<file path="src/rtl/udp_recv.sv">
// udp_recv -- receive-side UDP layer.
//
// Accepts the IP payload stream from ip_recv (32-bit, big-endian, byte0 on
// [31:24]), parses and strips the 8-byte UDP header, filters on destination
// port and forwards the UDP payload plus metadata to the application.
//
// Ports:
//   clk, reset                      clock, asynchronous active-high reset
//   local_port_in                   UDP port accepted when PORT_FILTER=1
//   src_ip_addr_in                  sender IP, sampled with header word 0
//   ip_data/valid/keep/last_in      input stream, ip_ready_out back-pressure
//   data_out/valid/keep/last_out    payload stream, data_ready_in back-pressure
//   hdr_valid_out                   1-cycle pulse, src_ip/src_port/length valid
//   err_out                         1-cycle pulse on malformed datagram
//   drop_cnt_out                    saturating count of dropped datagrams
//
// Optional feature macro: UDP_LEN_CHECK_EN
//   defined   -> payload is trimmed to the UDP length; trailing padding dropped,
//                early ip_last_in flags err_out.
//   undefined -> payload forwarded unmodified until ip_last_in.
module udp_recv #(
    parameter bit PORT_FILTER = 1'b1,
    parameter int DROP_CNT_W  = 16
) (
    input  logic                  clk,
    input  logic                  reset,
    input  logic [15:0]           local_port_in,
    input  logic [31:0]           src_ip_addr_in,
    input  logic [31:0]           ip_data_in,
    input  logic                  ip_valid_in,
    input  logic [3:0]            ip_keep_in,
    input  logic                  ip_last_in,
    output logic                  ip_ready_out,
    output logic [31:0]           data_out,
    output logic                  data_valid_out,
    output logic [3:0]            data_keep_out,
    output logic                  data_last_out,
    input  logic                  data_ready_in,
    output logic                  hdr_valid_out,
    output logic [31:0]           src_ip_out,
    output logic [15:0]           src_port_out,
    output logic [15:0]           length_out,
    output logic                  err_out,
    output logic [DROP_CNT_W-1:0] drop_cnt_out
);

    typedef enum logic [1:0] {S_HDR0, S_HDR1, S_PAY, S_DROP} state_t;

    state_t                state_q, state_d;
    logic [15:0]           pend_port_q, pend_port_d;
    logic [31:0]           pend_ip_q, pend_ip_d;
    logic                  port_ok_q, port_ok_d;
    logic [31:0]           src_ip_q, src_ip_d;
    logic [15:0]           src_port_q, src_port_d;
    logic [15:0]           length_q, length_d;
    logic                  hdr_valid_q, hdr_valid_d;
    logic                  err_q, err_d;
    logic [DROP_CNT_W-1:0] drop_cnt_q, drop_cnt_d;
    logic [31:0]           data_q, data_d;
    logic [3:0]            keep_q, keep_d;
    logic                  last_q, last_d;
    logic                  dvalid_q, dvalid_d;
    logic                  drop_inc;
    logic                  accept;
    logic [15:0]           udp_len;
    logic [31:0]           pay_data;
    logic [3:0]            pay_keep;

`ifdef UDP_LEN_CHECK_EN
    logic [15:0] rem_q, rem_d;
    logic [15:0] beat_bytes;
    logic        final_hit;
    logic [31:0] byte_mask;

    // Beat containing the final UDP byte: trim keep to the remaining count.
    always_comb begin
        case (ip_keep_in)
            4'b1000: beat_bytes = 16'd1;
            4'b1100: beat_bytes = 16'd2;
            4'b1110: beat_bytes = 16'd3;
            default: beat_bytes = 16'd4;
        endcase
        final_hit = (rem_q <= beat_bytes);
        pay_keep  = ip_keep_in;
        if (final_hit) begin
            case (rem_q[2:0])
                3'd1:    pay_keep = 4'b1000;
                3'd2:    pay_keep = 4'b1100;
                3'd3:    pay_keep = 4'b1110;
                default: pay_keep = ip_keep_in;
            endcase
        end
    end

    // Bytes beyond the trimmed keep are padding; present them as zero.
    for (genvar gi = 0; gi < 4; gi++) begin : g_mask
        assign byte_mask[8*gi +: 8] = {8{pay_keep[gi]}};
    end
    assign pay_data = ip_data_in & byte_mask;
`else
    assign pay_keep = ip_keep_in;
    assign pay_data = ip_data_in;
`endif

    // In S_PAY the single output register gates acceptance; elsewhere the
    // input is always drained.
    assign ip_ready_out = (state_q == S_PAY) ? (!dvalid_q || data_ready_in) : 1'b1;
    assign accept       = ip_valid_in && ip_ready_out;
    assign udp_len      = ip_data_in[31:16];

    always_comb begin
        state_d     = state_q;
        pend_port_d = pend_port_q;
        pend_ip_d   = pend_ip_q;
        port_ok_d   = port_ok_q;
        src_ip_d    = src_ip_q;
        src_port_d  = src_port_q;
        length_d    = length_q;
        hdr_valid_d = 1'b0;
        err_d       = 1'b0;
        data_d      = data_q;
        keep_d      = keep_q;
        last_d      = last_q;
        dvalid_d    = dvalid_q && !data_ready_in;
        drop_inc    = 1'b0;
`ifdef UDP_LEN_CHECK_EN
        rem_d       = rem_q;
`endif
        case (state_q)
            S_HDR0: begin
                if (accept) begin
                    pend_port_d = ip_data_in[31:16];
                    pend_ip_d   = src_ip_addr_in;
                    port_ok_d   = !PORT_FILTER || (ip_data_in[15:0] == local_port_in);
                    if (ip_last_in) begin
                        // One-word datagram cannot hold a UDP header.
                        err_d    = 1'b1;
                        drop_inc = 1'b1;
                    end else begin
                        state_d = S_HDR1;
                    end
                end
            end
            S_HDR1: begin
                if (accept) begin
                    if (udp_len < 16'd8 || (ip_last_in && udp_len > 16'd8)) begin
                        err_d    = 1'b1;
                        drop_inc = 1'b1;
                        state_d  = ip_last_in ? S_HDR0 : S_DROP;
                    end else if (!port_ok_q) begin
                        drop_inc = 1'b1;
                        state_d  = ip_last_in ? S_HDR0 : S_DROP;
                    end else begin
                        hdr_valid_d = 1'b1;
                        src_ip_d    = pend_ip_q;
                        src_port_d  = pend_port_q;
                        length_d    = udp_len - 16'd8;
`ifdef UDP_LEN_CHECK_EN
                        rem_d       = udp_len - 16'd8;
`endif
                        if (udp_len == 16'd8)
                            state_d = ip_last_in ? S_HDR0 : S_DROP;
                        else
                            state_d = S_PAY;
                    end
                end
            end
            S_PAY: begin
                if (accept) begin
                    dvalid_d = 1'b1;
                    data_d   = pay_data;
                    keep_d   = pay_keep;
`ifdef UDP_LEN_CHECK_EN
                    if (final_hit) begin
                        last_d  = 1'b1;
                        rem_d   = 16'd0;
                        state_d = ip_last_in ? S_HDR0 : S_DROP;
                    end else begin
                        last_d = ip_last_in;
                        rem_d  = rem_q - beat_bytes;
                        if (ip_last_in) begin
                            // Truncated datagram: deliver what arrived, flag it.
                            err_d   = 1'b1;
                            state_d = S_HDR0;
                        end
                    end
`else
                    last_d = ip_last_in;
                    if (ip_last_in)
                        state_d = S_HDR0;
`endif
                end
            end
            default: begin
                if (accept && ip_last_in)
                    state_d = S_HDR0;
            end
        endcase
        drop_cnt_d = drop_cnt_q;
        if (drop_inc && drop_cnt_q != {DROP_CNT_W{1'b1}})
            drop_cnt_d = drop_cnt_q + DROP_CNT_W'(1);
    end

    always_ff @(posedge clk or posedge reset) begin
        if (reset) begin
            state_q     <= S_HDR0;
            pend_port_q <= '0;
            pend_ip_q   <= '0;
            port_ok_q   <= 1'b0;
            src_ip_q    <= '0;
            src_port_q  <= '0;
            length_q    <= '0;
            hdr_valid_q <= 1'b0;
            err_q       <= 1'b0;
            drop_cnt_q  <= '0;
            data_q      <= '0;
            keep_q      <= '0;
            last_q      <= 1'b0;
            dvalid_q    <= 1'b0;
`ifdef UDP_LEN_CHECK_EN
            rem_q       <= '0;
`endif
        end else begin
            state_q     <= state_d;
            pend_port_q <= pend_port_d;
            pend_ip_q   <= pend_ip_d;
            port_ok_q   <= port_ok_d;
            src_ip_q    <= src_ip_d;
            src_port_q  <= src_port_d;
            length_q    <= length_d;
            hdr_valid_q <= hdr_valid_d;
            err_q       <= err_d;
            drop_cnt_q  <= drop_cnt_d;
            data_q      <= data_d;
            keep_q      <= keep_d;
            last_q      <= last_d;
            dvalid_q    <= dvalid_d;
`ifdef UDP_LEN_CHECK_EN
            rem_q       <= rem_d;
`endif
        end
    end

    assign data_out       = data_q;
    assign data_valid_out = dvalid_q;
    assign data_keep_out  = keep_q;
    assign data_last_out  = last_q;
    assign hdr_valid_out  = hdr_valid_q;
    assign src_ip_out     = src_ip_q;
    assign src_port_out   = src_port_q;
    assign length_out     = length_q;
    assign err_out        = err_q;
    assign drop_cnt_out   = drop_cnt_q;

endmodule
</file>
<file path="config.mk">
export PLATFORM = sky130hd
export DESIGN_NAME = udp_recv
export DESIGN_NICKNAME = d
export VERILOG_FILES = /design/src/rtl/udp_recv.sv
export SDC_FILE = /design/constraint.sdc
export NUM_CORES = 1
export LEC_CHECK = 0
export BUFFER_PORTS_ARGS = -buffer_cell sky130_fd_sc_hd__clkbuf_2
export CORE_MARGIN = 4
export CORE_UTILIZATION = 46
export DETAILED_ROUTE_END_ITERATION = 6
export GPL_TIMING_DRIVEN = 1
export HOLD_SLACK_MARGIN = 0.05
export PLACE_DENSITY = 0.75
export RECOVER_POWER = 100
export SLEW_MARGIN = 20
export SYNTH_ARGS = -nofsm -noshare
export SYNTH_HDL_FRONTEND = slang
export SYNTH_SLANG_ARGS = --single-unit
</file>
<file path="constraint.sdc">
create_clock -name clk -period 5.18 [get_ports clk]
set_clock_uncertainty 0.1 [all_clocks]
set_input_delay 0.518 -clock clk [delete_from_list [all_inputs] [get_ports clk]]
set_output_delay 0.518 -clock clk [all_outputs]
set_load 0.005 [all_outputs]
</file>
; Yosys cells after proc, flatten, opt, wreduce, memory -nomap -nowiden
; Cells that the tools add are included.
[op_classes]
reduce_logical = 15
n_eq_ne = 10
bitwise_logic = 1
addsub = 2
shift = 0
n_mux = 27
n_div = 0
n_lt_le_gt_ge = 2
mul = 0
[op_table]
columns = op, count
row1 = 2-to-1 mux 2 bit, 10
row2 = adder 16 x 1 -> 16 bit (second input constant), 1
row3 = equality test 16 bit, 1
row4 = equality test 16 x 4 -> 1 bit (second input constant), 1
row5 = greater-than comparator 16 x 4 -> 1 bit (second input constant), 1
row6 = < comparator 16 x 4 -> 1 bit (second input constant), 1
row7 = != test 16 bit (second input constant), 1
row8 = subtractor 16 x 4 -> 16 bit (second input constant), 1
row9 = 2-to-1 mux 1 bit, 14
row10 = != test 2 bit (second input constant), 5
row11 = case mux 2 bit (3 select lines), 1
row12 = AND reduction 6 bit, 1
row13 = logical AND 1 bit, 5
row14 = case mux 1 bit (2 select lines), 2
row15 = AND reduction 2 bit, 2
row16 = AND reduction 4 bit, 1
row17 = nonzero test 4 bit, 1
row18 = equality test 2 x 1 -> 1 bit (second input constant), 1
row19 = equality test 2 bit (second input constant), 1
row20 = logical NOT 1 bit, 2
row21 = logical NOT 2 bit, 1
row22 = logical OR 1 bit, 2
row23 = NOT 1 bit, 1
[totals]
mem_count = 0
wordCells = 71
latch_bits = 0
output_inout_bits = 121
romBits = 0
in_bits = 89
mem_bits_rw = 0
register_bits = 171

; Longest topological paths before layout
; Gate-level depths: netlist (run 1).
[depth]
word_depth = 7
mapped_depth = 8
mapped_depth_nobuf = 7

; Worst setup path after synthesis (run 1)
; Ideal clock, no wire load.
[synth_timing]
path_kind = input to register
start = input ip_data_in[22]
end = register length_q[0], in the netlist length_out[0]
setup_time_ps = 127
arrival_ps = 2274
cell_stages = 7
slack_ps = 2678
t_required_ps = 4953
path_buffers = 3
path_cell_list = clkbuf_1 nor4_1 nand4_1 a2111oi_4 buf_6 buf_6 mux2_1
[synth_via]
elab_chain_len = 5
word_cells_on_any_way = 6
classes_between = order compare: 2 / bitwise: 1 / reduce/logical: 3
[synth_rtl]
columns = item, line
row1 = "start, declared", 29  ; input logic [31:0] ip_data_in,
row2 = greater-than comparator 16 x 4 -> 1 bit, 146  ; if (udp_len < 16'd8 || (ip_last_in && udp_len > 16'd8)) begin
row3 = logical AND 1 bit, 146
row4 = logical OR 1 bit (*), 146
row5 = NOT 1 bit (no source line) (*), n/a
row6 = AND reduction 4 bit (no source line) (*), n/a
row7 = "end signal, assigned", 230  ; length_q <= length_d;
row8 = "end, declared", 55  ; logic [15:0] length_q, length_d;
; Every way passes the cells marked *; elsewhere a longest branch is shown, timed or not.
; A chain may end at the register's enable or synchronous reset.

; Worst setup path in the final report (run 1)
[layout_timing]
start = register state_q[1]
end = register port_ok_q
[layout_via]
elab_chain_len = 4
word_cells_on_any_way = 5
classes_between = eq/ne: 1 / mux: 1 / reduce/logical: 3
[layout_rtl]
columns = item, line
row1 = "start, declared", 49  ; state_t state_q, state_d;
row2 = "start signal, assigned", 224  ; state_q <= state_d;
row3 = equality test 2 bit, 107  ; assign ip_ready_out = (state_q == S_PAY) ? (!dvalid_q || data_ready_in) : 1'b1;
row4 = 2-to-1 mux 1 bit, 107
row5 = logical AND 1 bit, 108  ; assign accept = ip_valid_in && ip_ready_out;
row6 = AND reduction 2 bit (no source line) (*), n/a
row7 = "end signal, assigned", 227  ; port_ok_q <= port_ok_d;
row8 = "end, declared", 52  ; logic port_ok_q, port_ok_d;
; Marks and branches as above.

==> results of run 1 <==
path summary, 6_finish.rpt:
| check | slack (ps) | endpoint | depth (start not counted) | startpoint |
|---|---|---|---|---|
| setup / recovery | 1880 | port_ok_q | 5 | state_q[1] |
| hold / removal | 220 | pend_ip_q[15] | 2 | src_ip_addr_in[15] |
| setup reg to reg | 1880 | port_ok_q | 5 | state_q[1] |
| hold reg to reg | 390 | drop_cnt_out[14] | 1 | drop_cnt_out[14] |
| max in group asynchronous | 4090 | drop_cnt_out[14] | 3 | reset |
| min in group asynchronous | 290 | data_out[2] | 3 | reset |
sequential cells by signal, summed over array words and instances (netlist names):
name,cells
state_q,2
data_valid_out,1
src_ip_out,32
drop_cnt_out,16
length_out,16
err_out,1
port_ok_q,1
pend_port_q,16
hdr_valid_out,1
data_out,32
data_keep_out,4
data_last_out,1
pend_ip_q,32
src_port_out,16
cell usage in the layout (no fill, tap or decap), types with 4 or more instances in the layout:
cell type / count
a21oi_1: 13
clkbuf_1: 77
clkbuf_16: 17
clkbuf_2: 133
dfrtp_1: 171
inv_1: 5
inv_6: 5
mux2_1: 4
mux2_2: 132
nand2_1: 14
nand2b_1: 5
nand3_1: 8
nand4_1: 7
nor2_1: 21
nor3_1: 8
nor4_1: 13
o21ai_0: 4
xnor2_1: 9
xor2_1: 31
report_power, final:
part	leakage [nW]	internal (mW)	switching [mW]	total, mW
logic	1.69	0.384	0.285	0.669
registers	2.17	1.66	0.194	1.85
clock network	0.315	0.796	0.565	1.36
layout make-up:
cell class              count  area share
repair buffers            213       0.114
well taps                 184      0.0264
inverters                   6     0.00273
flip-flops and latches    171       0.491
clock inverters            14      0.0231
clock buffers              18      0.0504
multi-input cells         296       0.293
per-layer routing:
layer  track usage  vias to the layer above  share of wire
li1              -                     2174              -
met1         0.218                     2361           0.41
met2         0.326                      147           0.50
met3        0.0738                       19          0.078
met4        0.0712                        0          0.016
met5             0                        -              0
metrics by stage:
step                      power, mW  std cells   util  instance area (um^2)  hold WS [ps]
final                          3.88        902  0.593                  8710           219
after detailed placement       2.59        870  0.559                  8220           379
after global placement         2.53        870  0.559                  8220           376
after global routing           4.10        902  0.593                  8710           206
after floorplan                2.23        494      -                  7010           373
after CTS                      3.96        902  0.603                  8860           201
logic make-up (layout without fill, tap and decap cells):
logic type	count (synthesis)	after routing	synth area share
mux	136	136	0.219
flops	171	171	0.611
compound gates	26	26	0.0243
simple gates	92	92	0.0715
buf+inv	27	251	0.0209
xor+xnor	40	40	0.0500
fa+ha+maj	2	2	0.00357
==> impl_metrics.csv, run 1 <==
group,metric,value,unit
synth,synth_area_leaders,"dfrtp_1, mux2_2, xor2_1",
placement,io_buffers,209,
floorplan,die_area,17300,um^2
sta,finalCriticalPeriod,3300,ps
synth,ys_ff_latch,171,
synth,synth.most_common_cell,"dfrtp_1",
sta,rsz0062_at_grt,"no",
setup_path,cp.required,5380,ps
clock_tree,hold_buffers,0,
final_layout,ff_latch_area,4280,um^2
clock_tree,cts_resized,0,
setup_path,endpoint_kind,"flop",
sta,final_max_slew_viol_count,57,
setup_path,startpoint_type,"flop",
clock_tree,path_clk_slew,70,ps
clock_tree,cts_sinks,171,
sta,max_slew_margin,-0.278,
setup_path,crit_fanout,27,
clock_tree,clk_path_buf_depth,2,
setup_path,cp_slowest_stage_delay,1020,ps
synth,synth-edff-count,0,
placement,detailedPlace.worstSlack,2150,ps
pwr,pwr_density_cell,445,nW/um^2
synth,ys_seq_area_frac,0.611,
sta,clock.fmax,303,MHz
final_layout,syn2layout_area_growth,24.4,%
drt,drt-initial-drc-count,171,
synth,synth_commonest_cells,"dfrtp_1, mux2_2, xor2_1",
grt,grt_antenna_before_repair,0,
sta,period_share,0.638,
setup_path,path_buf_inv,1,
drt,ant_nets,0,
clock_tree,htree_levels,4,
grt,grt_pass1_vias,5143,
sta,tightest_slew,1910,ps
hold_path,hold_class,"in2reg",
synth,synth_cell_type_count,37,
clock_tree,cts_buffers,17,
synth,synth_top_cell_area_share,0.611,
floorplan,io_pins,210,
setup_path,path_class,"reg2reg",
final_layout,fillCellCount,1216,
clock_tree,clock-root-buffer,"clkbuf_16",
grt,overflow,0,
setup_path,crit_family,"simple AND/OR/NAND/NOR gates",
synth,syn-num-nets,585,
outcome,violations,"max-capacitance violations, max-slew violations",
setup_path,critPathArrivalTime,3500,ps
run,maxCapViolations,2,
grt,grt_max_degree,172,
synth,yosys_warnings,0,
synth,async_reset_ff_frac,1.00,
drt,avgRoutedWirePerCell,17.6,um
sta,setup_slack,1880,ps
final_layout,multi_input_area,2550,um^2
grt,grt_pass1_wl,26500,um
sta,setup_tns,0,ps
synth,synth.cell_area,7000,um^2
clock_tree,post_cts_buffers,0,
clock_tree,cts_tree,"yes",
floorplan,initial_core_util,0.476,
floorplan,core,14700,um^2
sta,setup_viol,0,
drt,vias_per_cell,5.21,
final_layout,fin_nets,796,
synth,synth_ff_type,"dfrtp_1",
final_layout,final_layout_size_suffix_gt1_frac,0.421,
drt,dr_total_vias,4701,
placement,globalplace.congestion,0.802,
drt,drcViolationCount,0,
pwr,ir_worst_vdd,320,uV
synth,yosys.area.top_type,"dfrtp_1",
pwr,p_leak,4.17,nW
floorplan,fp-row-count,44,
drt,first_pass_iters,4,
final_layout,antennaDiodeCount,0,
synth,synthCells,494,
floorplan,die_w,131,um
grt,track_usage,0.191,
outcome,outcome,"finished, violations left",
drt,drt-total-wl,15800,um
synth,avgSynthCellArea,14.2,um^2
setup_path,crit_path_top_delay_cell,"clkbuf_1",
placement,dp_hpwl,11400,um
setup_path,crit_path_cell_trace,"nand2b_1 > nor2_4 > clkbuf_1 > nand4_1 > o41ai_1",
sta,hold_violations,0,
floorplan,chipHeight,131,um
clock_tree,clock_latency,420,ps
(Power assumes the default switching activity.)
==> inputs of run 2 (changes only) <==
--- a/config.mk
+++ b/config.mk
@@ -5,13 +5,14 @@
 export SDC_FILE = /design/constraint.sdc
 export NUM_CORES = 1
 export LEC_CHECK = 0
+export ABC_AREA = 1
 export BUFFER_PORTS_ARGS = -buffer_cell sky130_fd_sc_hd__clkbuf_2
 export CORE_MARGIN = 4
-export CORE_UTILIZATION = 46
+export CORE_UTILIZATION = 51
 export DETAILED_ROUTE_END_ITERATION = 6
 export GPL_TIMING_DRIVEN = 1
 export HOLD_SLACK_MARGIN = 0.05
-export PLACE_DENSITY = 0.75
+export PLACE_DENSITY = 0.79
 export RECOVER_POWER = 100
 export SLEW_MARGIN = 20
 export SYNTH_ARGS = -nofsm -noshare
==> constraint.sdc (replaced) <==
create_clock -name clk -period 3.06 [get_ports clk]
set_clock_uncertainty 0.1 [all_clocks]
set_input_delay 0.306 -clock clk [delete_from_list [all_inputs] [get_ports clk]]
set_output_delay 0.306 -clock clk [all_outputs]
set_load 0.005 [all_outputs]
==> run 2 against run 1 <==
The flow still finishes with violations (max-capacitance violations, max-slew violations). Synthesized cell count rose by 50%. Cell count increased by 32%. Die area down 5.8%. Sequential cell count unchanged. Clock power grew 69%. Global-route usage is 3.7 points higher. Setup slack worse by 1500 ps. Synthesized area rose by 4.1%. Sequential power rose by 73%. Cell area grew 8.3%. Register-to-register slack got worse by 1500 ps. Critical path depth decreased by 1. Highest routed layer unchanged.
==> impl_metrics.csv, run 2 <==
group,metric,value,unit
synth,ys_ff_latch,171,
final_layout,final_layout_size_suffix_gt1_frac,0.249,
drt,wl_met1,7460,um
floorplan,initial_core_util,0.523,
sta,rsz0062_at_grt,"no",
placement,dp.cells,1109,
setup_path,rr_worst_depth,4,
final_layout,fillCellCount,1112,
synth,yosys.area.top_type,"dfrtp_1",
setup_path,rr_endpoint,"pend_ip_q[19]",
clock_tree,cts_buffers,17,
sta,setup_viol,0,
synth,synth.cell_area,7290,um^2
drt,dr_wl_met3,1190,um
sta,clock.fmax,370,MHz
final_layout,multi_input_area,2650,um^2
synth,synth_cell_type_count,32,
clock_tree,path_clk_slew,60,ps
drt,top_layer,"met4",
floorplan,chipHeight,128,um
final_layout,final_cell_mix,"nand2_1, dfrtp_1, clkbuf_2",
sta,hold_slack,64.6,ps
drt,met2_length,8940,um
final_layout,stdcell_count,1188,
sta,final_max_slew_viol_count,35,
final_layout,syn2layout_area_growth,29.6,%
sta,setup_tns,0,ps
synth,synthXorXnorAreaFrac,0.0421,
run,maxCapViolations,1,
clock_tree,clock_latency,420,ps
clock_tree,htree_levels,4,
setup_path,critPathCapture,"pend_ip_q[19]",
clock_tree,cts_sinks,171,
floorplan,fp-row-count,43,
synth,synth_area_leaders,"dfrtp_1, nand2_1, mux2_2",
grt,track_usage,0.228,
setup_path,r2r_setup_slack,350,ps
grt,grt_max_degree,77,
setup_path,endpoint_kind,"flop",
drt,vias_per_cell,4.98,
clock_tree,cts_resized,0,
pwr,p_total,6.95,mW
grt,grt_pass1_wl,29400,um
drt,drt-initial-drc-count,299,
clock_tree,cts_tree,"yes",
pwr,p_leak,4.88,nW
synth,yosys.area_share.simple,0.205,
setup_path,path_class,"reg2reg",
sta,tightest_slew,1510,ps
synth,synth_top_family_by_area,"simple AND/OR/NAND/NOR gates",
synth,yosys_warnings,0,
clock_tree,clk_path_buf_depth,2,
sta,hold_violations,0,
synth,synth_ff_type,"dfrtp_1",
final_layout,ff_latch_area,4280,um^2
synth,ys_seq_area_frac,0.587,
grt,overflow,0,
final_layout,antennaDiodeCount,0,
synth,syn-num-nets,832,
clock_tree,clock-root-buffer,"clkbuf_16",
floorplan,die_area,16300,um^2
synth,synth_top_cell_area_share,0.587,
floorplan,io_pins,210,
synth,async_reset_ff_frac,1.00,
placement,globalplace.congestion,0.889,
setup_path,cp.required,3260,ps
placement,dp_hpwl,12500,um
drt,avgRoutedWirePerCell,15.1,um
synth,synth_compound_area_frac,0.0434,
sta,max_slew_margin,-0.0108,
sta,period_share,0.884,
sta,finalCriticalPeriod,2710,ps
drt,drt-total-wl,18000,um
synth,synth.most_common_cell,"nand2_1",
synth,synthCells,741,
setup_path,crit_start,"state_q[1]",
synth,synth.area.mux_share,0.0726,
synth,synth_adder_area_share,0.00343,
hold_path,hold_class,"in2reg",
synth,synth_commonest_cells,"nand2_1, dfrtp_1, mux2_2",
pwr,pwr_density_cell,736,nW/um^2
setup_path,startpoint_type,"flop",
floorplan,die_w,128,um
final_layout,final_common_cell,"nand2_1",
pwr,ir_worst_vdd,465,uV
drt,ant_nets,0,
setup_path,r2r_start,"state_q[1]",
drt,first_pass_iters,4,
placement,io_buffers,209,
synth,avgSynthCellArea,9.83,um^2
floorplan,core,13900,um^2
sta,setup_slack,354,ps
grt,grt_pass1_vias,6034,
drt,drcViolationCount,0,
clock_tree,post_cts_buffers,0,
outcome,outcome,"finished, violations left",
grt,grt_antenna_before_repair,0,
final_layout,fin_nets,1086,
setup_path,crit_fanout,34,
outcome,violations,"max-capacitance violations, max-slew violations",
synth,synth-edff-count,0,
setup_path,critPathArrivalTime,2910,ps
placement,detailedPlace.worstSlack,647,ps
drt,dr_total_vias,5918,
run 2: layout make-up:
class,count,share of cell area
inverter,44,0.0176
timing repair buffer,264,0.157
clock buffer,17,0.0451
tap,180,0.0239
multi-input combinational,497,0.281
sequential,171,0.453
clock inverter,15,0.0223
run 2: cells by family after synthesis:
group                      Yosys count
buffers and inverters               73
AOI/OAI and AO/OA                   61
xor gates and xnor gates            35
muxes                               47
and+or+nand+nor                    352
DFF                                171
adders and majority gates            2
run 2: worst min-delay path by stage:
| stage | from | endpoint | slack [ps] | cells past startpoint |
|---|---|---|---|---|
| 3_3_place_gp | reset | src_ip_out[5] | 310 | 2 |
| 6_report | ip_data_in[13] | data_out[13] | 60 | 2 |
| 3_5_place_dp | reset | src_ip_out[29] | 320 | 2 |
| 4_1_cts | ip_data_in[5] | data_out[5] | 50 | 2 |
| 5_1_grt | ip_data_in[5] | data_out[5] | 60 | 2 |
| 2_1_floorplan | ip_data_in[19] | length_out[3] | 300 | 1 |
run 2: power by group:
group | total [mW] | switching (mW) | leakage [nW] | internal [mW]
Clock | 2.30 | 0.918 | 0.311 | 1.38
Combinational | 1.45 | 0.742 | 2.34 | 0.704
Sequential | 3.20 | 0.347 | 2.23 | 2.85
run 2: metal layers:
| metal | GRT usage | vias up |
|---|---|---|
| met5 | 0 | - |
| met4 | 0.0814 | 0 |
| met3 | 0.0606 | 30 |
| met2 | 0.387 | 205 |
| met1 | 0.282 | 2801 |
| li1 | - | 2882 |
run 2: timing repair:
item                                    in CTS  in global routing
hold buffers                                47                  0
endpoints found under the setup margin       0                  0
hold endpoints to repair                    71                  0
run 2: stage by stage:
step,instance area [um^2],utilization
floorplan,7290,-
global placement,8480,0.609
detailed placement,8480,0.609
CTS,9590,0.688
global route,9440,0.678
finish,9440,0.678
run 2: worst max-delay path: stages (launching register included):
cell	delay [ps]
dfrtp_1	440
nor2_1	110
nand2_1	1110
clkbuf_2	450
mux2_2	380
==> inputs of run 3 (changes only) <==
==> constraint.sdc (replaced) <==
create_clock -name clk -period 3.1 [get_ports clk]
set_clock_uncertainty 0.1 [all_clocks]
set_input_delay 0.31 -clock clk [delete_from_list [all_inputs] [get_ports clk]]
set_output_delay 0.31 -clock clk [all_outputs]
set_load 0.005 [all_outputs]
==> run 3 against run 2 <==
The flow still finishes with violations (max-capacitance violations, max-slew violations). Die area unchanged. Via count down 1.2%. Setup slack better by 170 ps. Sequential cell count unchanged. Sequential share of layout area up 0.64 points. Utilization down 0.94 points. Clock power down 8%.
==> impl_metrics.csv, run 3 (synthesized netlist as in run 2, its figures left out) <==
group,metric,value,unit
setup_path,crit_fanout,56,
pwr,p_sw,1.93,mW
placement,globalplace.congestion,0.896,
grt,grt_use_met1,0.286,
pwr,pwr-share-comb,0.213,
pwr,power_frac_clock,0.315,
clock_tree,cts_buffers,17,
clock_tree,cts_tree,"yes",
final_layout,final_cell_mix,"nand2_1, dfrtp_1, clkbuf_2",
grt,grt_pass1_vias,5927,
final_layout,antennaDiodeCount,0,
placement,io_buffers,209,
setup_path,cp_slowest_stage_delay,980,ps
floorplan,initial_core_util,0.523,
pwr,p_leak,4.82,nW
setup_path,rr_worst_depth,4,
final_layout,stdcell_area,9310,um^2
setup_path,endpoint_kind,"flop",
sta,finalCriticalPeriod,2570,ps
pwr,pwr_density_cell,721,nW/um^2
floorplan,core,13900,um^2
placement,dpl_cell_area,8470,um^2
drt,ant_nets,0,
pwr,seq_power_share,0.472,
setup_path,cp.required,3290,ps
hold_path,hold_depth,2,
drt,drt-total-wl,18100,um
setup_path,crit_family,"buffers and inverters",
sta,final_max_slew_viol_count,172,
floorplan,die_w,128,um
grt,overflow,0,
setup_path,path_buf_inv,1,
final_layout,final_common_cell,"nand2_1",
sta,hold_violations,0,
floorplan,die_area,16300,um^2
hold_path,hp-start,"ip_data_in[9]",
clock_tree,clock_latency,420,ps
clock_tree,clk_path_buf_depth,2,
hold_path,hold_class,"in2reg",
floorplan,fp-row-count,43,
setup_path,r2r_setup_slack,530,ps
sta,setup_tns,0,ps
final_layout,multi_input_area,2620,um^2
pwr,power_switching_share,0.288,
sta,max_slew_margin,-0.480,
drt,drcViolationCount,0,
sta,setup_viol,0,
pwr,p_total,6.71,mW
pwr,internal-power,4.78,mW
sta,clock.fmax,388,MHz
run,maxCapViolations,1,
sta,tightest_slew,2220,ps
setup_path,critPathArrivalTime,2770,ps
outcome,outcome,"finished, violations left",
setup_path,rr_endpoint,"pend_ip_q[12]",
final_layout,fin_nets,1079,
drt,dr_total_vias,5848,
sta,rsz0062_at_grt,"no",
setup_path,crit_path_top_delay_cell,"clkbuf_2",
clock_tree,htree_levels,4,
placement,dp_hpwl,12400,um
clock_tree,post_cts_buffers,0,
sta,period_share,0.830,
grt,use_met2,0.380,
final_layout,fillCellCount,1144,
grt,grt_antenna_before_repair,0,
outcome,violations,"max-capacitance violations, max-slew violations",
drt,first_pass_iters,5,
grt,track_usage,0.228,
clock_tree,path_clk_slew,60,ps
setup_path,r2r_start,"state_q[1]",
placement,dp.cells,1108,
final_layout,syn2layout_area_growth,27.8,%
grt,grt_max_degree,172,
floorplan,io_pins,210,
grt,grt_pass1_wl,29500,um
setup_path,path_class,"reg2reg",
setup_path,crit_path_cell_trace,"nor2_1 > nand2_1 > clkbuf_2 > mux2_2",
final_layout,final_layout_size_suffix_gt1_frac,0.239,
hold_path,hold_end,"data_out[9]",
drt,vias_per_cell,4.95,
clock_tree,cts_sinks,171,
setup_path,startpoint_type,"flop",
floorplan,chipHeight,128,um
pwr,ir_worst_vdd,521,uV
drt,avgRoutedWirePerCell,15.3,um
clock_tree,clock-root-buffer,"clkbuf_16",
final_layout,stdcell_count,1181,
grt,grt_use_met3,0.0606,
grt,top_usage_layer,"met2",
final_layout,ff_latch_area,4280,um^2
drt,drt-initial-drc-count,363,
sta,hold_slack,63.1,ps
[run 3: final cells by class]
class / instances / share of cell area
Sequential cell: 171 / 0.460
Tap cell: 180 / 0.0242
Clock buffer: 23 / 0.0524
Timing Repair Buffer: 257 / 0.152
Clock inverter: 9 / 0.0120
Multi-Input combinational cell: 497 / 0.282
Inverter: 44 / 0.0181
[run 3: worst max path at each step]
stage	from	end	slack [ps]	depth (start not counted)
after floorplan	reset	data_keep_out[0]	510	1
after global placement	ip_data_in[24]	src_port_out[8]	950	11
after detailed placement	ip_data_in[24]	src_ip_out[25]	840	11
after CTS	ip_data_in[19]	src_ip_out[25]	840	13
after global routing	ip_data_in[19]	length_out[9]	310	13
final	state_q[1]	pend_ip_q[12]	530	4
[run 3: stage by stage]
| step | util | setup slack, ps |
|---|---|---|
| 3_3_place_gp | 0.608 | 953 |
| 4_1_cts | 0.681 | 837 |
| 2_1_floorplan | - | 507 |
| 5_1_grt | 0.668 | 312 |
| 6_report | 0.668 | 526 |
| 3_5_place_dp | 0.608 | 844 |
[run 3: power groups by stage]
stage	clock [mW]	sequential, mW	combinational [mW]
global route	2.27	3.23	1.61
CTS	2.16	3.17	1.51
floorplan	0	3.15	0.909
detailed placement	0	3.20	1.47
global placement	0	3.17	1.41
finish	2.12	3.17	1.43
[run 3: worst reg2reg max path, stage by stage (launching register included)]
cell and delay (ps):
dfrtp_1 440, nor2_1 110, nand2_1 370, clkbuf_2 980, mux2_2 460
[run 3: what timing repair did]
item / CTS / global route
gates resized for setup: 0 / 0
endpoints found under the setup margin: 0 / 0
endpoints found under the hold margin: 41 / 0
hold buffers: 41 / 0
[run 3: routing by layer]
metal / wire, um / part of all wire
met1: 7620 / 0.42
met2: 8850 / 0.49
met3: 1170 / 0.064
met4: 430 / 0.024
met5: 0 / 0
